--- src/rtl/axi4_lite_slave_regs.sv ---
// AXI4-Lite responder exposing reg_num 32-bit control registers as a flat bus with per-register write pulses.
// Optional byte-strobe writes are enabled by defining AXI4_LITE_SLAVE_WSTRB_EN.
module axi4_lite_slave_regs #(
  parameter int datawidth = 32,
  parameter int addrwidth = 32,
  parameter int reg_num   = 16
) (
  input  logic                          s_axi_aclk_in,
  input  logic                          s_axi_areset_in,
  input  logic [addrwidth-1:0]          s_axi_awaddr_in,
  input  logic                          s_axi_awvalid_in,
  output logic                          s_axi_awready_out,
  input  logic [datawidth-1:0]          s_axi_wdata_in,
  input  logic [datawidth/8-1:0]        s_axi_wstrb_in,
  input  logic                          s_axi_wvalid_in,
  output logic                          s_axi_wready_out,
  output logic [1:0]                    s_axi_bresp_out,
  output logic                          s_axi_bvalid_out,
  input  logic                          s_axi_bready_in,
  input  logic [addrwidth-1:0]          s_axi_araddr_in,
  input  logic                          s_axi_arvalid_in,
  output logic                          s_axi_arready_out,
  output logic [datawidth-1:0]          s_axi_rdata_out,
  output logic [1:0]                    s_axi_rresp_out,
  output logic                          s_axi_rvalid_out,
  input  logic                          s_axi_rready_in,
  output logic [reg_num*datawidth-1:0]  reg_bank_out,
  output logic [reg_num-1:0]            reg_wr_pulse_out
);

  localparam int IDXW = (reg_num > 1) ? $clog2(reg_num) : 1;
  localparam logic [1:0] RESP_OKAY   = 2'b00;
  localparam logic [1:0] RESP_SLVERR = 2'b10;

  logic [datawidth-1:0]   regs [reg_num];
  logic                   aw_held;
  logic                   w_held;
  logic [addrwidth-1:0]   aw_addr;
  logic [datawidth-1:0]   w_data;
  logic                   bvalid;
  logic [1:0]             bresp;
  logic                   rvalid;
  logic [1:0]             rresp;
  logic [datawidth-1:0]   rdata;
  logic [reg_num-1:0]     wr_pulse;
  logic [datawidth-1:0]   wr_word;
  logic [IDXW-1:0]        widx;
  logic [IDXW-1:0]        ridx;
  logic                   aw_hs;
  logic                   w_hs;
  logic                   ar_hs;
  logic                   commit;

  // Full-width compare so high address bits can never alias onto a register.
  function automatic logic in_range(input logic [addrwidth-1:0] a);
    return a < addrwidth'(reg_num * 4);
  endfunction

  assign s_axi_awready_out = ~s_axi_areset_in & ~aw_held & ~bvalid;
  assign s_axi_wready_out  = ~s_axi_areset_in & ~w_held & ~bvalid;
  assign s_axi_arready_out = ~s_axi_areset_in & ~rvalid;
  assign s_axi_bvalid_out  = bvalid;
  assign s_axi_bresp_out   = bresp;
  assign s_axi_rvalid_out  = rvalid;
  assign s_axi_rresp_out   = rresp;
  assign s_axi_rdata_out   = rdata;
  assign reg_wr_pulse_out  = wr_pulse;

  assign aw_hs  = s_axi_awvalid_in & s_axi_awready_out;
  assign w_hs   = s_axi_wvalid_in & s_axi_wready_out;
  assign ar_hs  = s_axi_arvalid_in & s_axi_arready_out;
  assign commit = aw_held & w_held & ~bvalid;
  assign widx   = aw_addr[IDXW+1:2];
  assign ridx   = s_axi_araddr_in[IDXW+1:2];

`ifdef AXI4_LITE_SLAVE_WSTRB_EN
  logic [datawidth/8-1:0] w_strb;

  always_ff @(posedge s_axi_aclk_in) begin
    if (s_axi_areset_in) begin
      w_strb <= '0;
    end else if (w_hs) begin
      w_strb <= s_axi_wstrb_in;
    end
  end

  always_comb begin
    wr_word = regs[widx];
    for (int unsigned b = 0; b < datawidth / 8; b++) begin
      if (w_strb[b]) wr_word[b*8 +: 8] = w_data[b*8 +: 8];
    end
  end
`else
  logic unused_wstrb;
  assign unused_wstrb = ^s_axi_wstrb_in;

  always_comb begin
    wr_word = w_data;
  end
`endif

  always_ff @(posedge s_axi_aclk_in) begin
    if (s_axi_areset_in) begin
      aw_held  <= 1'b0;
      w_held   <= 1'b0;
      aw_addr  <= '0;
      w_data   <= '0;
      bvalid   <= 1'b0;
      bresp    <= RESP_OKAY;
      rvalid   <= 1'b0;
      rresp    <= RESP_OKAY;
      rdata    <= '0;
      wr_pulse <= '0;
      for (int unsigned i = 0; i < reg_num; i++) regs[i] <= '0;
    end else begin
      wr_pulse <= '0;

      if (aw_hs) begin
        aw_held <= 1'b1;
        aw_addr <= s_axi_awaddr_in;
      end
      if (w_hs) begin
        w_held <= 1'b1;
        w_data <= s_axi_wdata_in;
      end

      // Ready terms exclude held flags, so a commit never races a new AW/W capture.
      if (commit) begin
        aw_held <= 1'b0;
        w_held  <= 1'b0;
        bvalid  <= 1'b1;
        if (in_range(aw_addr)) begin
          regs[widx]     <= wr_word;
          wr_pulse[widx] <= 1'b1;
          bresp          <= RESP_OKAY;
        end else begin
          bresp <= RESP_SLVERR;
        end
      end else if (bvalid & s_axi_bready_in) begin
        bvalid <= 1'b0;
      end

      // Non-blocking read of regs yields the pre-commit value on a coincident write.
      if (ar_hs) begin
        rvalid <= 1'b1;
        if (in_range(s_axi_araddr_in)) begin
          rdata <= regs[ridx];
          rresp <= RESP_OKAY;
        end else begin
          rdata <= '0;
          rresp <= RESP_SLVERR;
        end
      end else if (rvalid & s_axi_rready_in) begin
        rvalid <= 1'b0;
      end
    end
  end

  always_comb begin
    reg_bank_out = '0;
    for (int unsigned i = 0; i < reg_num; i++) begin
      reg_bank_out[i*datawidth +: datawidth] = regs[i];
    end
  end

endmodule

--- config.mk ---
export PLATFORM = sky130hd
export DESIGN_NAME = axi4_lite_slave_regs
export DESIGN_NICKNAME = d
export VERILOG_FILES = /design/src/rtl/axi4_lite_slave_regs.sv
export SDC_FILE = /design/constraint.sdc
export NUM_CORES = 1
export LEC_CHECK = 0
export CORE_AREA = 2 2 265 267
export DETAILED_ROUTE_END_ITERATION = 6
export DIE_AREA = 0 0 267 269
export PLACE_DENSITY = 0.68
export SYNTH_ARGS = -nofsm -noshare
export SYNTH_HDL_FRONTEND = slang
export SYNTH_SLANG_ARGS = --single-unit
--- constraint.sdc ---
create_clock -name s_axi_aclk_in -period 3.2 [get_ports s_axi_aclk_in]
set_input_delay 0.8 -clock s_axi_aclk_in [delete_from_list [all_inputs] [get_ports s_axi_aclk_in]]
set_output_delay 0.8 -clock s_axi_aclk_in [all_outputs]
set_load 0.03 [all_outputs]
# --- After elaboration in Yosys (flattened, before gate mapping) ---
# Memories as Yosys holds them, arrays and structs flattened.
# Index checks and enable logic that the tools add are counted.
totals:
  mem_bits_rw: 512
  latch_bits: 0
  mem_bits_ro: 0
  memories: 1
  reg_bits: 120
classes:
  n_reduce_logical: 6
  n_eq_ne: 0
  add_sub_neg: 0
  n_shift: 0
  muxes: 18
  mul: 0
  magnitude_cmp: 4
  n_div: 0
  n_bitwise: 19
memory_table:
  columns: ["memory", "depth", "width", "rd", "rd_ports_with_merged_regs", "wr", "line", "text"]
  rows:
  - ["regs", 16, 32, 17, 0, 16, "35", "logic [datawidth-1:0] regs [reg_num];"]
ops:
  columns: ["op", "count"]
  rows:
  - ["32-bit by 7-bit < comparator with 1-bit output, second input constant", 2]
  - ["32-bit 2-to-1 mux", 2]
  - ["32-bit OR reduction", 1]
  - ["1-bit AND", 12]
  - ["1-bit 2-to-1 mux", 12]
  - ["1-bit NOT", 7]
  - ["4-bit by 5-bit < comparator with 1-bit output, second input constant", 1]
  - ["1-bit demux with 4-bit select", 1]
  - ["4-bit by 1-bit >= comparator with 1-bit output, second input constant", 1]
  - ["2-bit 2-to-1 mux", 2]
  - ["4-bit 2-to-1 mux", 1]
  - ["2-bit nonzero test", 2]
  - ["3-bit OR reduction", 1]
  - ["2-bit OR reduction", 1]
  - ["1-bit logical AND", 1]

# --- Longest topological paths before layout ---
# Gate-level depths: netlist (run 1).
logic_depth:
  ltp_word: 7
  depth_mapped: 8

# --- Worst setup path after synthesis (run 1) ---
# OpenSTA, ideal clock, no wires.
synth_path:
  kind: "input to register"
  from: "input port s_axi_areset_in"
  to: "memory regs[0][0] (enable)"
  n_path_buf: 4
  cell_stages: 5
  arrival_ns: 2.211
  path_slack_ns: 0.595
  required_time_ns: 2.806
  cell_sequence: "buf_6 > buf_6 > buf_6 > clkbuf_1 > nand2b_1"
synth_lines:
  columns: ["element", "line", "text"]
  rows:
  - ["start: declaration", "9", "input logic s_axi_areset_in,"]
  - ["end: declaration", "35", null]

# --- Worst setup path in the final report (run 1) ---
layout_path:
  from: "register bvalid, in the netlist s_axi_bvalid_out"
  to: "output port s_axi_awready_out"
layout_via:
  elab_chain_cells: 2
layout_rtl:
  columns: ["element", "line", "text"]
  rows:
  - ["start: declaration", "40", "logic bvalid;"]
  - ["start signal: assignment", "108", "bvalid <= 1'b0;"]
  - ["start signal: assignment", "131", "bvalid <= 1'b1;"]
  - ["start signal: assignment", "140", "bvalid <= 1'b0;"]
  - ["1-bit NOT", "59", "assign s_axi_awready_out = ~s_axi_areset_in & ~aw_held & ~bvalid;"]
  - ["1-bit AND", "59", null]
  - ["end: declaration", "12", "output logic s_axi_awready_out,"]
# No other way between the ends.

==> results of run 1 <==
[cells in the final DEF (no fill, tap or decap), types with 3 or more instances in the layout]
cell	n
bufinv_16	8
clkinv_8	3
clkbuf_1	13
buf_12	32
nand2b_1	40
o21ai_0	32
a2111oi_1	18
clkinv_2	10
a221oi_2	19
a221oi_1	13
a2111oi_0	14
clkinvlp_4	4
mux2i_1	160
nand2_1	161
nand3_1	6
clkbuf_16	71
nor2_1	567
nand3_4	9
edfxtp_1	512
mux4_2	64
clkbuf_8	4
or2_2	4
clkdlybuf4s50_1	659
buf_4	72
nand2b_2	14
o22ai_1	32
inv_6	3
nor4_1	27
dfxtp_1	116
clkinv_1	9
a21oi_1	95
[state kept, by name, summed over array words and instances (netlist names)]
name              cells
reg_wr_pulse_out     16
s_axi_bvalid_out      1
s_axi_rresp_out       1
aw_addr              30
s_axi_rdata_out      32
w_data               32
aw_held               1
regs                512
s_axi_rvalid_out      1
w_held                1
s_axi_bresp_out       1
[per-stage QoR]
stage          cell area (um2)  hold slack, ns
3_5_place_dp             34930          0.4481
6_report                 37250          0.4539
3_3_place_gp             34930          0.4448
4_1_cts                  37240          0.4562
2_1_floorplan            26980          0.4360
5_1_grt                  37240          0.4748
[per-layer routing]
layer,up-vias,routed length [um],GRT usage (%),share of wire [%]
met5,-,0,0,0
met4,0,4477,12.06,4.2
met3,186,9563,6.484,9.0
met2,1178,54800,51.79,52
met1,10410,37430,33.10,35
li1,8922,-,-,-
[layout make-up]
cell class | count | share of cell area [%]
Multi-Input combinational cell | 1298 | 22.12
Inverter | 1 | 0.01008
Sequential cell | 628 | 47.51
Antenna cell | 1 | 0.006719
Tap cell | 940 | 3.158
Clock buffer | 87 | 5.012
Timing Repair Buffer | 767 | 20.98
Clock inverter | 39 | 1.199
[worst min-delay path, stage by stage (launching register included)]
cell and delay [ns]:
dfxtp_1 0.31, nand2_1 0.05, a21oi_1 0.05
[power groups by stage]
| stage | Clock [mW] | Combinational (mW) | Sequential (mW) |
|---|---|---|---|
| after CTS | 8.29 | 2.30 | 9.27 |
| after global routing | 8.60 | 2.38 | 9.29 |
| after global placement | 0 | 2.28 | 9.43 |
| after floorplan | 0 | 0.766 | 9.84 |
| final | 8.17 | 2.29 | 9.27 |
| after detailed placement | 0 | 2.30 | 9.44 |
[worst paths after layout]
check                   start           endpoint  slack (ns)  cells past startpoint
max          s_axi_bvalid_out  s_axi_awready_out        0.46                      2
min reg2reg       aw_addr[15]        aw_addr[15]        0.45                      2
max reg2reg       aw_addr[25]        regs[4][20]        0.55                      7
min               aw_addr[15]        aw_addr[15]        0.45                      2
[Yosys cell counts, drive strengths merged, types with 4 or more instances]
cell type / number / area, um2
or2: 4 / 25.03
nor3: 4 / 30.03
mux2i: 160 / 1602
clkbuf: 100 / 381.6
nand3: 16 / 192.7
nand2: 162 / 610.6
buf: 121 / 693.2
o21ai: 32 / 160.2
o22ai: 32 / 200.2
nor4: 27 / 168.9
edfxtp: 512 / 15370
a21oi: 95 / 475.5
dfxtp: 116 / 2322
nand2b: 54 / 337.8
a2111oi: 32 / 302.8
nor2: 569 / 2151
mux4: 64 / 1441
a221oi: 32 / 399.1
[cell families after synthesis]
family	after synthesis	share of synthesized area (%)
muxes	224	11.28
other	1	0.01390
and+or+nand+nor	845	13.28
AOI/OAI and AO/OA	227	5.812
DFF	628	65.61
buffers and inverters	222	3.999
==> flow_metrics.tcl, run 1 <==
set metrics [dict create \
    pwr-share-comb_pct 11.6 \
    cts_hold_buf 0 \
    grt_pass1_wl_mm 146.3 \
    intPower_mw 14.76 \
    placed_cells 3634 \
    swShare_pct 25.20 \
    die-width_um 267 \
    final_hold_viol_count 0 \
    nets 2872 \
    cts-buffers-inserted 69 \
    cts_tree "done" \
    ir_drop_uv 366.1 \
    drv_slew 0 \
    post_cts_resized 0 \
    area_growth_pct 38.09 \
    setup_violations 0 \
    avgSynthCellArea_um2 12.56 \
    dieHeight_um 269 \
    gp_congestion 0.9385 \
    synth_cells 2147 \
    yosys_warnings 0 \
    post-route-period-util_pct 85.49 \
    slowest_delay_ns 0.71 \
    post-route-min-period_ns 2.736 \
    crit_chain "nor3_2 -> clkdlybuf4s50_1" \
    antenna_found_initial 1 \
    synth-seq-cells 628 \
    rsz0062_at_grt "no" \
    clk_pin_slew_ns 0.06 \
    core_area_mm2 0.06930 \
    required_ns 2.40 \
    p_per_area_mw_per_mm2 529.8 \
    crit_path_start_kind "flop" \
    ant_nets 0 \
    place_ws_ns 0.2154 \
    syn_area_mm2 0.02697 \
    worstSkewPairLatency_ns 0.61 \
    rows 97 \
    htreeDepth 3 \
    cellLeakagePower_nw 12.68 \
    finalSetupTns_ns 0 \
    drt-initial-drc-count 2019 \
    worst_pin_slew_ns 0.9500 \
    clkPwrFrac_pct 41.4 \
    netSwitchingPower_mw 4.972 \
    avgViaCountPerCell 5.501 \
    n_fill_cell 5711 \
    drc 0 \
    cts_setup_buffers 0 \
    avgRoutedWirePerCell_um 28.25 \
    utilization_pct 53.75 \
    pin_count 676 \
    cp_max_fo 5 \
    cp_num_buf_inv 1 \
    fin_skew_ns 0.03197 \
    synth_edf_count 512 \
    critical_path_class "flop to primary output" \
    totalPowerFinal_mw 19.73 \
    relSlewSlack_pct 36.51 \
    start_util_pct 38.92 \
    power_frac_seq_pct 47.0 \
    clockBufferDepth 3 \
    root_buffer "clkbuf_16" \
    multi_input_area_mm2 0.008240 \
    max_freq_ghz 0.3655 \
    async_flop_share_pct 0 \
    cpMaxStageDelayCell "clkdlybuf4s50_1" \
    finalWorstSetupSlack_ns 0.4642 \
    status "finished, final reports clean" \
    register_area_mm2 0.01770 \
    drv_cap 0 \
    wl_mm 106.3 \
    overflow 0 \
    hold_path.class "flop to flop" \
    grt_start_max_net_pins 97 \
    first_global_vias 20240 \
    numClockSinks 628 \
    crit_family "buffers and inverters" \
    final_layout_size_suffix_gt1_share_pct 11.63 \
    synth_cell_types 42 \
    dr.pass1.iters 5 \
    synthFlopType "edfxtp_1" \
    arrival_ns 1.94 \
    grt_use_total_pct 28.82 \
    dieArea_mm2 0.07182 \
    ys_seq_area_share_pct 65.61 \
    place.port_buffers 665 \
    fin_cells 3761 \
    dr_total_vias 20690 \
    crit_path_end_kind "primary output" \
    dpl.hpwl_mm 77.24 \
]
Note: power is estimated with default switching activity, not from simulation.
==> run 2: changes to the inputs <==
--- a/config.mk
+++ b/config.mk
@@ -5,10 +5,10 @@
 export SDC_FILE = /design/constraint.sdc
 export NUM_CORES = 1
 export LEC_CHECK = 0
-export CORE_AREA = 2 2 265 267
+export CORE_AREA = 2 2 263 265
 export DETAILED_ROUTE_END_ITERATION = 6
-export DIE_AREA = 0 0 267 269
-export PLACE_DENSITY = 0.68
+export DIE_AREA = 0 0 265 267
+export PLACE_DENSITY = 0.71
 export SYNTH_ARGS = -nofsm -noshare
 export SYNTH_HDL_FRONTEND = slang
 export SYNTH_SLANG_ARGS = --single-unit
==> constraint.sdc (replaced) <==
create_clock -name s_axi_aclk_in -period 2.4 [get_ports s_axi_aclk_in]
set_input_delay 0.6 -clock s_axi_aclk_in [delete_from_list [all_inputs] [get_ports s_axi_aclk_in]]
set_output_delay 0.6 -clock s_axi_aclk_in [all_outputs]
set_load 0.03 [all_outputs]
==> run 2 against run 1 <==
Against the previous run:
- via count increased by 1.9%
- combinational power grew 38%
- clock skew is 0.016 ns lower
- global-route usage up 0.39 points
- largest power group unchanged
- setup slack worse by 0.45 ns
- critical path depth fell by 1
- routed wire length fell by 0.14%
- cell count down 0.43%
==> flow_metrics.tcl, run 2 (synthesis gave the netlist of run 1 again) <==
set metrics [dict create \
    status "finished, final reports clean" \
    final_cell_mix "clkdlybuf4s50_1, nor2_1, edfxtp_1" \
    wl_mm 106.1 \
    cts_tree "done" \
    r2r_cells 6 \
    crit_chain "clkdlybuf4s50_1" \
    avgViaCountPerCell 5.628 \
    area_growth_pct 39.35 \
    critical_path_class "flop to primary output" \
    drv_slew 0 \
    ant_nets 0 \
    numClockSinks 628 \
    cp_num_buf_inv 1 \
    final_layout_size_suffix_gt1_share_pct 13.07 \
    regMostFlops "regs" \
    worstReg2RegStart "s_axi_bvalid_out" \
    ir_drop_uv 443.9 \
    dieArea_mm2 0.07076 \
    clockBufferDepth 3 \
    cellLeakagePower_nw 13.07 \
    grt_pass1_wl_mm 147.8 \
    worstSkewPairLatency_ns 0.60 \
    crit_family "buffers and inverters" \
    antenna_found_initial 1 \
    final_hold_viol_count 0 \
    final_common_cell "clkdlybuf4s50_1" \
    hold_path.class "flop to flop" \
    htreeDepth 3 \
    avgRoutedWirePerCell_um 28.34 \
    cp_max_fo 2 \
    crit_path_end_kind "primary output" \
    clk_pin_slew_ns 0.06 \
    cts_setup_buffers 0 \
    start_util_pct 39.67 \
    timing.rr.end "regs[14][18]" \
    overflow 0 \
    max_freq_ghz 0.4190 \
    worstHoldStart "aw_addr[27]" \
    post-route-min-period_ns 2.387 \
    place.port_buffers 665 \
    drt-initial-drc-count 2398 \
    dr_total_vias 21080 \
    worst_pin_slew_ns 0.7031 \
    cts-buffers-inserted 68 \
    drv_cap 0 \
    crit_path_start_kind "flop" \
    grt_use_total_pct 29.20 \
    slowest_delay_ns 0.74 \
    finalWorstSetupSlack_ns 0.01322 \
    root_buffer "clkbuf_16" \
    rows 96 \
    nets 2913 \
    core_area_mm2 0.06799 \
    rsz0062_at_grt "no" \
    required_ns 1.80 \
    setup_violations 0 \
    p_per_area_mw_per_mm2 700.4 \
    hold_depth 2 \
    first_global_vias 21060 \
    reg2reg_slack_ns 0.30 \
    largest_register_ffs 512 \
    die-width_um 265 \
    grt_start_max_net_pins 65 \
    whs_endpoint "aw_addr[27]" \
    dieHeight_um 267 \
    dpl.hpwl_mm 78.27 \
    fin_skew_ns 0.01600 \
    gp_congestion 0.9850 \
    drc 0 \
    relSlewSlack_pct 53.13 \
    cpMaxStageDelayCell "clkdlybuf4s50_1" \
    post-route-period-util_pct 99.45 \
    totalPowerFinal_mw 26.32 \
    pin_count 676 \
    arrival_ns 1.79 \
    place_ws_ns -0.1920 \
    dr.pass1.iters 6 \
]
## run 2: timing repair
| item | CTS | global route |
|---|---|---|
| hold buffers | 0 | 0 |
| endpoints found under the setup margin | 29 | 3 |
| resized for setup | 29 | 3 |
## run 2: power breakdown
group	switching (mW)	internal, mW	leakage, nW
Combinational	1.90	1.25	5.73
Sequential	0.274	12.1	6.24
Clock	4.41	6.39	1.11
## run 2: per-stage QoR
step,utilization (%),instance area [um2],TNS (ns),hold WS [ns],std cells
floorplan,-,27000,-21.00,0.4360,2148
global placement,51.97,35330,-5.257,0.4413,3618
detailed placement,51.97,35330,-4.245,0.4490,3618
CTS,55.27,37570,0,0.4573,3743
global route,55.28,37580,0,0.4743,3743
finish,55.28,37580,0,0.4576,3745
## run 2: per-layer routing
layer / global-route usage [%] / part of all wire [%] / up-vias
li1: - / - / 8995
met1: 34.21 / 35 / 10550
met2: 52.25 / 51 / 1324
met3: 6.274 / 9.4 / 201
met4: 11.48 / 4.0 / 2
met5: 0 / 0.012 / -
## run 2: worst register-to-register path: cells and delay by family (launching register included)
kind                   cells  cell delay (ns)
and+or+nand+nor            4             0.96
buffers and inverters      2             0.43
DFF                        1             0.36
## run 2: layout make-up
class | instances | area, um2
Antenna cell | 2 | 5.005
Clock inverter | 26 | 347.8
Clock buffer | 99 | 1931
Multi-Input combinational cell | 1298 | 8260
Fill cell | 5551 | 30400
Sequential cell | 628 | 17700
Inverter | 1 | 3.754
Timing Repair Buffer | 809 | 8237
Tap cell | 882 | 1104
## run 2: how the worst max path moves through the flow
stage	start	end	slack [ns]	cells after the start
3_3_place_gp	s_axi_araddr_in[22]	s_axi_rdata_out[17]	-0.20	6
4_1_cts	regs[13][9]	reg_bank_out[425]	0.0003	1
3_5_place_dp	s_axi_araddr_in[22]	s_axi_rdata_out[3]	-0.19	6
2_1_floorplan	s_axi_bvalid_out	regs[10][0]	-0.09	6
6_report	regs[1][6]	reg_bank_out[38]	0.01	1
5_1_grt	s_axi_rdata_out[21]	s_axi_rdata_out[21]	0.0008	1
